<file path="src/rtl/mult_pkg.sv">
// mult_pkg: shared types and sizing helpers for the HI/LO multiplier.
//   state_t      : controller states (IDLE, CALC, FIX)
//   ITER, CNT_W  : iteration count and counter width for the default build
//   iter_count() / cnt_width() : the same sizing for any WIDTH/BITS_PER_CYCLE
package mult_pkg;

  localparam int unsigned MULT_WIDTH          = 32;
  localparam int unsigned MULT_BITS_PER_CYCLE = 1;

  function automatic int unsigned iter_count(input int unsigned width,
                                             input int unsigned bits_per_cycle);
    return width / bits_per_cycle;
  endfunction

  // Never narrower than one bit, so a single-iteration build still has a counter.
  function automatic int unsigned cnt_width(input int unsigned iter);
    return (iter > 1) ? $clog2(iter) : 1;
  endfunction

  localparam int unsigned ITER  = iter_count(MULT_WIDTH, MULT_BITS_PER_CYCLE);
  localparam int unsigned CNT_W = cnt_width(ITER);

  typedef enum logic [1:0] {
    IDLE = 2'd0,
    CALC = 2'd1,
    FIX  = 2'd2
  } state_t;

endpackage

</file>
<file path="src/rtl/mult_step.sv">
// mult_step: one shift-add iteration of the multiplier (purely combinational).
//   acc      in  [2*WIDTH-1:0]      running partial-product sum
//   mcand    in  [WIDTH-1:0]        unsigned multiplicand magnitude
//   chunk    in  [BITS_PER_CYCLE-1:0] multiplier bits retired this cycle
//   shift    in  [SHIFT_W-1:0]      bit position of chunk within the multiplier
//   acc_next out [2*WIDTH-1:0]      acc + (mcand * chunk) << shift
module mult_step #(
  parameter int unsigned WIDTH          = 32,
  parameter int unsigned BITS_PER_CYCLE = 1,
  parameter int unsigned SHIFT_W        = 6
) (
  input  logic [2*WIDTH-1:0]        acc,
  input  logic [WIDTH-1:0]          mcand,
  input  logic [BITS_PER_CYCLE-1:0] chunk,
  input  logic [SHIFT_W-1:0]        shift,
  output logic [2*WIDTH-1:0]        acc_next
);

  logic [2*WIDTH-1:0] partial;

  always_comb begin
    partial  = {{WIDTH{1'b0}}, mcand} * {{(2*WIDTH-BITS_PER_CYCLE){1'b0}}, chunk};
    acc_next = acc + (partial << shift);
  end

endmodule

</file>
<file path="src/rtl/mult_hilo_unit.sv">
// mult_hilo_unit: iterative shift-add MULT/MULTU unit owning the HI/LO registers.
//   clk        in   rising-edge clock
//   reset_n    in   asynchronous active-low reset
//   start_mult in   start request (accepted only in IDLE without mult_flush)
//   mult_sign  in   1 = signed (MULT), 0 = unsigned (MULTU), sampled with start
//   mult_flush in   abort in-flight operation; also blocks a start in IDLE
//   src_a      in   multiplicand (rs), sampled with start
//   src_b      in   multiplier (rt), sampled with start
//   busy       out  high whenever the unit is not IDLE (decoded from state)
//   done       out  one-cycle pulse after HI/LO are written
//   hi, lo     out  upper / lower halves of the committed product
// Optional build macro MULT_EARLY_TERM_EN: leave CALC as soon as the remaining
// multiplier bits are zero. Results are identical either way; only latency changes.
module mult_hilo_unit
  import mult_pkg::*;
#(
  parameter int unsigned WIDTH          = MULT_WIDTH,
  parameter int unsigned BITS_PER_CYCLE = MULT_BITS_PER_CYCLE
) (
  input  logic             clk,
  input  logic             reset_n,
  input  logic             start_mult,
  input  logic             mult_sign,
  input  logic             mult_flush,
  input  logic [WIDTH-1:0] src_a,
  input  logic [WIDTH-1:0] src_b,
  output logic             busy,
  output logic             done,
  output logic [WIDTH-1:0] hi,
  output logic [WIDTH-1:0] lo
);

  localparam int unsigned N_ITER  = iter_count(WIDTH, BITS_PER_CYCLE);
  localparam int unsigned N_CNT_W = cnt_width(N_ITER);
  localparam int unsigned SHIFT_W = $clog2(2*WIDTH);

  state_t               state, state_next;
  logic [N_CNT_W-1:0]   cnt;
  logic [WIDTH-1:0]     mcand, mplier;
  logic [WIDTH-1:0]     a_mag, b_mag;
  logic                 neg, neg_in;
  logic [2*WIDTH-1:0]   acc, acc_next, product;
  logic [SHIFT_W-1:0]   shift_pos;
  logic                 start_ok;
  logic                 calc_last;

  // Signed mode works on magnitudes; 0x80..0 negates to itself, which is
  // exactly its unsigned magnitude.
  always_comb begin
    a_mag    = (mult_sign && src_a[WIDTH-1]) ? -src_a : src_a;
    b_mag    = (mult_sign && src_b[WIDTH-1]) ? -src_b : src_b;
    neg_in   = mult_sign && (src_a[WIDTH-1] ^ src_b[WIDTH-1]);
    start_ok = start_mult && !mult_flush;
  end

  // The multiplier register is shifted each cycle, so its low bits are always
  // the current chunk; the accumulator position is recovered from the counter.
  always_comb begin
    shift_pos = (SHIFT_W'(N_ITER - 1) - SHIFT_W'(cnt)) * SHIFT_W'(BITS_PER_CYCLE);
  end

  mult_step #(
    .WIDTH          (WIDTH),
    .BITS_PER_CYCLE (BITS_PER_CYCLE),
    .SHIFT_W        (SHIFT_W)
  ) u_step (
    .acc      (acc),
    .mcand    (mcand),
    .chunk    (mplier[BITS_PER_CYCLE-1:0]),
    .shift    (shift_pos),
    .acc_next (acc_next)
  );

  always_comb begin
`ifdef MULT_EARLY_TERM_EN
    calc_last = (cnt == '0) || ((mplier >> BITS_PER_CYCLE) == '0);
`else
    calc_last = (cnt == '0);
`endif
  end

  always_comb begin
    product = neg ? -acc : acc;
  end

  // State register
  always_ff @(posedge clk or negedge reset_n) begin
    if (!reset_n) begin
      state <= IDLE;
    end else begin
      state <= state_next;
    end
  end

  // Next-state logic
  always_comb begin
    state_next = state;
    case (state)
      IDLE: if (start_ok) state_next = CALC;
      CALC: begin
        if (mult_flush)     state_next = IDLE;
        else if (calc_last) state_next = FIX;
      end
      FIX:     state_next = IDLE;
      default: state_next = IDLE;
    endcase
  end

  // Output decode
  always_comb begin
    busy = (state != IDLE);
  end

  // Datapath and HI/LO registers
  always_ff @(posedge clk or negedge reset_n) begin
    if (!reset_n) begin
      cnt    <= '0;
      mcand  <= '0;
      mplier <= '0;
      neg    <= 1'b0;
      acc    <= '0;
      hi     <= '0;
      lo     <= '0;
      done   <= 1'b0;
    end else begin
      done <= 1'b0;
      case (state)
        IDLE: begin
          if (start_ok) begin
            mcand  <= a_mag;
            mplier <= b_mag;
            neg    <= neg_in;
            acc    <= '0;
            cnt    <= N_CNT_W'(N_ITER - 1);
          end
        end
        CALC: begin
          if (!mult_flush) begin
            acc    <= acc_next;
            mplier <= mplier >> BITS_PER_CYCLE;
            cnt    <= cnt - 1'b1;
          end
        end
        FIX: begin
          if (!mult_flush) begin
            hi   <= product[2*WIDTH-1:WIDTH];
            lo   <= product[WIDTH-1:0];
            done <= 1'b1;
          end
        end
        default: ;
      endcase
    end
  end

endmodule

</file>
<file path="config.mk">
export PLATFORM = sky130hd
export DESIGN_NAME = mult_hilo_unit
export DESIGN_NICKNAME = d
export VERILOG_FILES = /design/src/rtl/mult_pkg.sv /design/src/rtl/mult_step.sv /design/src/rtl/mult_hilo_unit.sv
export SDC_FILE = /design/constraint.sdc
export NUM_CORES = 1
export LEC_CHECK = 0
export BUFFER_PORTS_ARGS = -buffer_cell sky130_fd_sc_hd__buf_2
export CORE_MARGIN = 4
export CORE_UTILIZATION = 25
export DETAILED_ROUTE_END_ITERATION = 12
export GPL_TIMING_DRIVEN = 0
export PLACE_DENSITY = 0.44
export SLEW_MARGIN = 20
export SYNTH_ARGS = -nofsm -noshare
export SYNTH_HDL_FRONTEND = slang
export SYNTH_SLANG_ARGS = --single-unit
</file>
<file path="constraint.sdc">
create_clock -name clk -period 6.09 [get_ports clk]
set_input_delay 0.3045 -clock clk [delete_from_list [all_inputs] [get_ports clk]]
set_output_delay 0.3045 -clock clk [all_outputs]
set_load 0.02 [all_outputs]
</file>
==> metrics, run 1 <==
status=finished clean; vias after detailed routing=14,710; Synth Register Bits=201; Mapped Cells=1,919; most common cell after layout, fill and taps aside=nand2_1; HPWL Detailed=44,100 um; Mapped Area=0.0155 mm^2; worst reg-to-reg path cell count=20; initial antenna violation count=1; FMAX=179 MHz; clk slew on worst S/H paths=60 ps; post-CTS setup repair buffer count=0; Max-slew headroom=24.0%; Crit. End Element=flop; CORE AREA=0.0608 mm^2; final setup violation count=0; 1st-iter DRT viols=831; clk buf depth=3; chip width=257 um; remaining global-route overflow=0; Syn. warnings=0; Clock Tree Root=clkbuf_16; global-route wire length before repair=87,000 um; Final Cell Area=0.0182 mm^2; FFs w/ async S/R, synth=100%; Max Cap Viol=0; Final Critical Period=5590 ps; R2R Setup Slk=500 ps; Syn Area/Cell=8.06 um^2; Post-Place Cell Area=0.0172 mm^2; Worst Max-Slew Pin Slew=1140 ps; Initial Util=25.4%; Post-synth EDFFs=0; share of layout cells above drive strength 1=11.8%; Syn Nets=2,065; hold path depth=3; Worst EP required=6530 ps; H-tree levels=1; fin crit share=91.7%; CP startpoint kind=flop; Worst Hold Path EP=mcand[19]; post-synth cell types=72; Cell Rows=90; most frequent cells in the layout=nand2_1, o21ai_0, nor2_1, dfrtp_1, a21oi_1; HP Class=input port to flop; Reg-to-Reg Start=cnt[0]; max-slew violation count=0; nets=2,232; largest net degree at the start of global routing=95; clk_skew=21.7 ps; total power=0.00606 W; Worst-Skew Late Latency=570 ps; I/O Buffers=134; maximum fanout along the worst path=10; ys flop type=dfrtp_1; vias per std cell=5.09; Seq/Total Area, Yosys=32.5%; Hold Path Origin=src_a[19]; CP Data Arrival Time=6030 ps; RSZ-0062 raised after global routing=false; crit path kind=flop to flop; WL/cell=19.4 um; die area=0.0659 mm^2; chip height=257 um; Antenna Nets Post-Route=0; Reg2Reg Capture Point=acc[63]; DRT Wirelength=56,000 um; Final GP Congestion=0.926; TNS Setup=0 ps; io pins=135; CTS tree=yes; Max VDD drop=0.176 mV; drt drc=0; area growth from synthesis to layout=17.6%; Pre-Repair DR Iteration Count=5; Num Clock Sinks=201; final hold viol count=0; GRT Util Overall=16.4%; vias in the first global route=14,840; smallest hold slack=51.4 ps; PwrDens=333 mW/mm^2; Leak=8.05 nW; TritonCTS Buffers=27
==> registers in the layout (all words and copies together), names as in the netlist <==
signal  cells
hi         32
neg         1
lo         32
mplier     32
state       2
mcand      32
cnt         5
done        1
acc        64
==> stage by stage <==
step,utilization [%],setup WS (ps),instances
6_report,29.9,503,2890
5_1_grt,29.9,76.7,2888
4_1_cts,29.9,51.5,2889
3_5_place_dp,28.3,-73.0,2838
3_3_place_gp,28.2,-71.3,2835
2_1_floorplan,-,1440,1919
==> logic make-up after synthesis <==
kind of cell / Yosys count / share of synthesized area [%]
flip-flops: 201 / 32.5
XOR/XNOR: 182 / 10.3
buffers and inverters: 141 / 3.43
AND/OR/NAND/NOR: 621 / 18.2
adder cells (fa/ha/maj): 77 / 6.28
multiplexers: 59 / 4.42
AO/OA/AOI/OAI: 638 / 24.9
==> power by group <==
part	internal (W)	switching, W	leakage, nW
sequential	0.00154	0.000289	2.67
combinational	0.000907	0.00163	4.92
clock	0.00104	0.000647	0.459
==> worst max path at each step <==
stage,from,slack (ps),endpoint
after floorplan,cnt[0],1440,acc[61]
after global placement,cnt[0],-70,acc[63]
after detailed placement,cnt[0],-70,acc[63]
after CTS,cnt[0],50,acc[63]
after global routing,cnt[0],80,acc[63]
final,cnt[0],500,acc[63]
==> worst max-delay path, cell delays in order, from the launching register on <==
cell and delay, ps:
dfrtp_1 340, clkbuf_2 280, buf_2 330, mux2_2 410, nor2_1 90, nor3_1 50
o21ai_0 470, nor2_1 90, a21oi_1 240, nor2_1 110, ha_1 390, nand4_1 210
o31ai_1 300, a31oi_1 100, a21oi_1 420, a21boi_1 270, o21ai_2 380, a31oi_1 240
o41ai_1 460, xnor2_1 180, nor2_1 50
==> synth_stat cells, types with 32 or more instances <==
cell      count  area share, %
clkbuf_1     97            2.4
a21oi_1     176            5.7
xnor2_1      68            3.8
o21ai_0     220            7.1
ha_1         76            6.1
nand2_1     233            5.7
nand3_1      32            1.0
a21o_1       37            1.8
mux2i_1      39            2.5
dfrtp_1     201             33
nor2_1      201            4.9
xor2_1      114            6.5
nor3_1       35            1.1
==> per-layer routing <==
metal  global-route usage, %  share of wire [%]  vias to the layer above  routed length, um
li1                        -                  -                     7256                  -
met3                    2.25                4.4                       83               2490
met2                    26.8                 46                      333              25600
met5                       0                  0                        -                  0
met1                    22.8                 47                     7038              26500
met4                    4.61                2.4                        0               1360
==> cell type report <==
cell class	instances	area (um^2)
clock buffers	36	759
inverters	28	105
flip-flops and latches	201	5030
well taps	782	978
clock inverters	13	181
diodes	2	5.00
repair buffers	139	761
multi-input cells	1577	9930
fillers	6608	42600
plain buffers	112	433
==> timing repair <==
action,CTS,global route
gates cloned,0,0
resized for setup,1,10
hold buffers,2,0
pin swaps,0,0
hold endpoints to repair,202,0
endpoints found under the setup margin,1,20
Power figures use the tool's default switching activity.
==> run 2, diff against run 1 <==
--- a/config.mk
+++ b/config.mk
@@ -11,6 +11,7 @@
 export DETAILED_ROUTE_END_ITERATION = 12
 export GPL_TIMING_DRIVEN = 0
 export PLACE_DENSITY = 0.44
+export RECOVER_POWER = 50
 export SLEW_MARGIN = 20
 export SYNTH_ARGS = -nofsm -noshare
 export SYNTH_HDL_FRONTEND = slang
==> run 2 against run 1 <==
  * Clock-buffer cell count unchanged
  * Clock skew about the same
  * Register-to-register slack improved by 20 ps
  * Total power decreased by 0.14%
  * Hold slack improved by 1.1 ps
  * The run now ends with capacitance limit, slew limit left
  * Combinational power about the same
  * Global-route usage unchanged
==> metrics, run 2 (synthesized netlist as in run 1, its figures left out) <==
Max-slew headroom=-58.7% (was 24.0%); Leak=7.88 nW (was 8.05 nW); vias after detailed routing=14,670 (was 14,710); Final GP Congestion=0.926 (unchanged); switch share=42.4% (about the same); share of layout cells above drive strength 1=10.2% (was 11.8%); most frequent cells in the layout=nand2_1, o21ai_0, nor2_1, dfrtp_1, a21oi_1 (unchanged); io pins=135 (unchanged); fin worst setup slack=522 ps (was 503 ps); Max VDD drop=0.176 mV (about the same); WL met1=26,400 um (was 26,500 um); WL/cell=19.3 um (was 19.4 um); DRT Wirelength=55,900 um (was 56,000 um); vias per std cell=5.08 (was 5.09); CTS tree=yes (unchanged); clk_skew=22.1 ps (was 21.7 ps); fin crit share=91.4% (was 91.7%); Initial Util=25.4% (unchanged); total power=0.00605 W (was 0.00606 W); Comb pwr share=41.8% (was 41.9%); failing checks=capacitance limit, slew limit; drt drc=0 (unchanged); largest register by flop count=acc (unchanged); Reg area=0.00503 mm^2 (unchanged); status=finished with violations (was finished clean); PwrDens=335 mW/mm^2 (was 333 mW/mm^2); highest metal used=met4 (unchanged); Reg power frac=30.2% (about the same); WL met2=25,400 um (was 25,600 um); fill count=6,613 (was 6,608); Crit. End Element=flop (unchanged); Finished Core Util=29.7% (was 29.9%); global-route wire length before repair=87,000 um (unchanged); Worst Max-Slew Pin Slew=2380 ps (was 1140 ps); Worst-Skew Late Latency=570 ps (about the same); clk slew on worst S/H paths=60 ps (about the same); smallest hold slack=52.5 ps (was 51.4 ps); Num Clock Sinks=201 (unchanged); RSZ-0062 raised after global routing=false (unchanged); 1st-iter DRT viols=814 (was 831); TritonCTS Buffers=27 (unchanged); nets=2,232 (unchanged); routed wl met3=2600 um (was 2490 um); I/O Buffers=134 (unchanged); Clock Tree Root=clkbuf_16 (unchanged); Antenna Nets Post-Route=0 (unchanged); HPWL Detailed=44,100 um (unchanged); footprint of the multi-input gates=0.00993 mm^2 (unchanged); Cell Rows=90 (unchanged); final cell count without fillers=2,890 (unchanged); area growth from synthesis to layout=16.9% (was 17.6%); most common cell after layout, fill and taps aside=nand2_1 (unchanged); max-slew violation count=189 (was 0); Max Cap Viol=2 (was 0); chip width=257 um (unchanged); placed cell count=2,838 (unchanged); CP startpoint kind=flop (unchanged); CP Data Arrival Time=6010 ps (was 6030 ps); final hold viol count=0 (unchanged); maximum fanout along the worst path=10 (unchanged); initial antenna violation count=1 (unchanged); Largest register FFs=64 (unchanged); chip height=257 um (unchanged); GRT Util Overall=16.4% (unchanged); largest net degree at the start of global routing=95 (unchanged); clk buf depth=3 (unchanged); Internal Pwr Total=0.00349 W (about the same); vias in the first global route=14,840 (unchanged); Worst EP required=6530 ps (about the same); final setup violation count=0 (unchanged); crit path kind=flop to flop (unchanged); Final Critical Period=5570 ps (was 5590 ps); clock share of power=27.9% (about the same); FMAX=180 MHz (was 179 MHz); CORE AREA=0.0608 mm^2 (unchanged); NetSw=0.00256 W (was 0.00257 W); remaining global-route overflow=0 (unchanged); HP Class=input port to flop (unchanged); Pre-Repair DR Iteration Count=5 (unchanged); worst slack at placement=-73.0 ps (unchanged); H-tree levels=1 (unchanged); die area=0.0659 mm^2 (unchanged)
-- run 2: cell count changes in the layout (fill, tap and decap cells not counted) --
cell,previous run,this run
clkbuf_1,95,129
buf_2,136,103
buf_8,1,0
buf_16,2,0
clkbuf_2,8,10
-- run 2: power by group through the flow --
stage	combinational [W]	clock, W	sequential (W)
3_3_place_gp	0.00252	0	0.00184
3_5_place_dp	0.00254	0	0.00184
4_1_cts	0.00255	0.00176	0.00182
5_1_grt	0.00283	0.00181	0.00186
2_1_floorplan	0.00178	0	0.00174
6_report	0.00253	0.00169	0.00183
-- run 2: final timing paths --
path | cells past startpoint | from | slack, ps | to
min | 3 | src_a[19] | 50 | mcand[19]
max | 20 | cnt[0] | 520 | acc[63]
max in group asynchronous | 3 | reset_n | 2620 | hi[25]
max reg2reg | 20 | cnt[0] | 520 | acc[63]
min in group asynchronous | 2 | reset_n | 510 | cnt[0]
min reg2reg | 2 | mplier[29] | 490 | mplier[29]
-- run 2: cell type report --
type	instances	share of cell area, %
buffer	112	2.39
clock inverter	13	1.00
multi-input combinational	1577	54.9
inverter	28	0.581
clock buffer	36	4.20
tap	782	5.41
antenna	2	0.0277
sequential	201	27.8
timing repair buffer	139	3.67
-- run 2: worst max-delay path: stages, from the launching register on --
cell	delay [ps]
dfrtp_1	340
clkbuf_2	280
buf_2	330
mux2_2	410
nor2_1	90
nor3_1	50
o21ai_0	470
nor2_1	80
a21oi_1	250
nor2_1	120
ha_1	390
nand4_1	210
o31ai_1	300
a31oi_1	100
a21oi_1	410
a21boi_1	270
o21ai_2	380
a31oi_1	240
o41ai_1	460
xnor2_1	180
nor2_1	50
-- run 2: layer usage --
| layer | track usage, % | up-vias |
|---|---|---|
| li1 | - | 7262 |
| met1 | 22.8 | 6979 |
| met2 | 26.8 | 343 |
| met3 | 2.25 | 86 |
| met4 | 4.61 | 0 |
| met5 | 0 | - |
-- run 2: repair_timing --
action	4_1_cts	5_1_grt
hold buffers	2	0
endpoints found under the hold margin	202	0
endpoints found under the setup margin	1	20
buffers inserted	0	0
gates resized for setup	1	10
-- run 2: through the flow --
step,setup TNS [ps],area (um^2)
finish,0,18100
global route,0,18100
CTS,0,18200
detailed placement,-73.0,17200
global placement,-71.3,17100
floorplan,0,15500
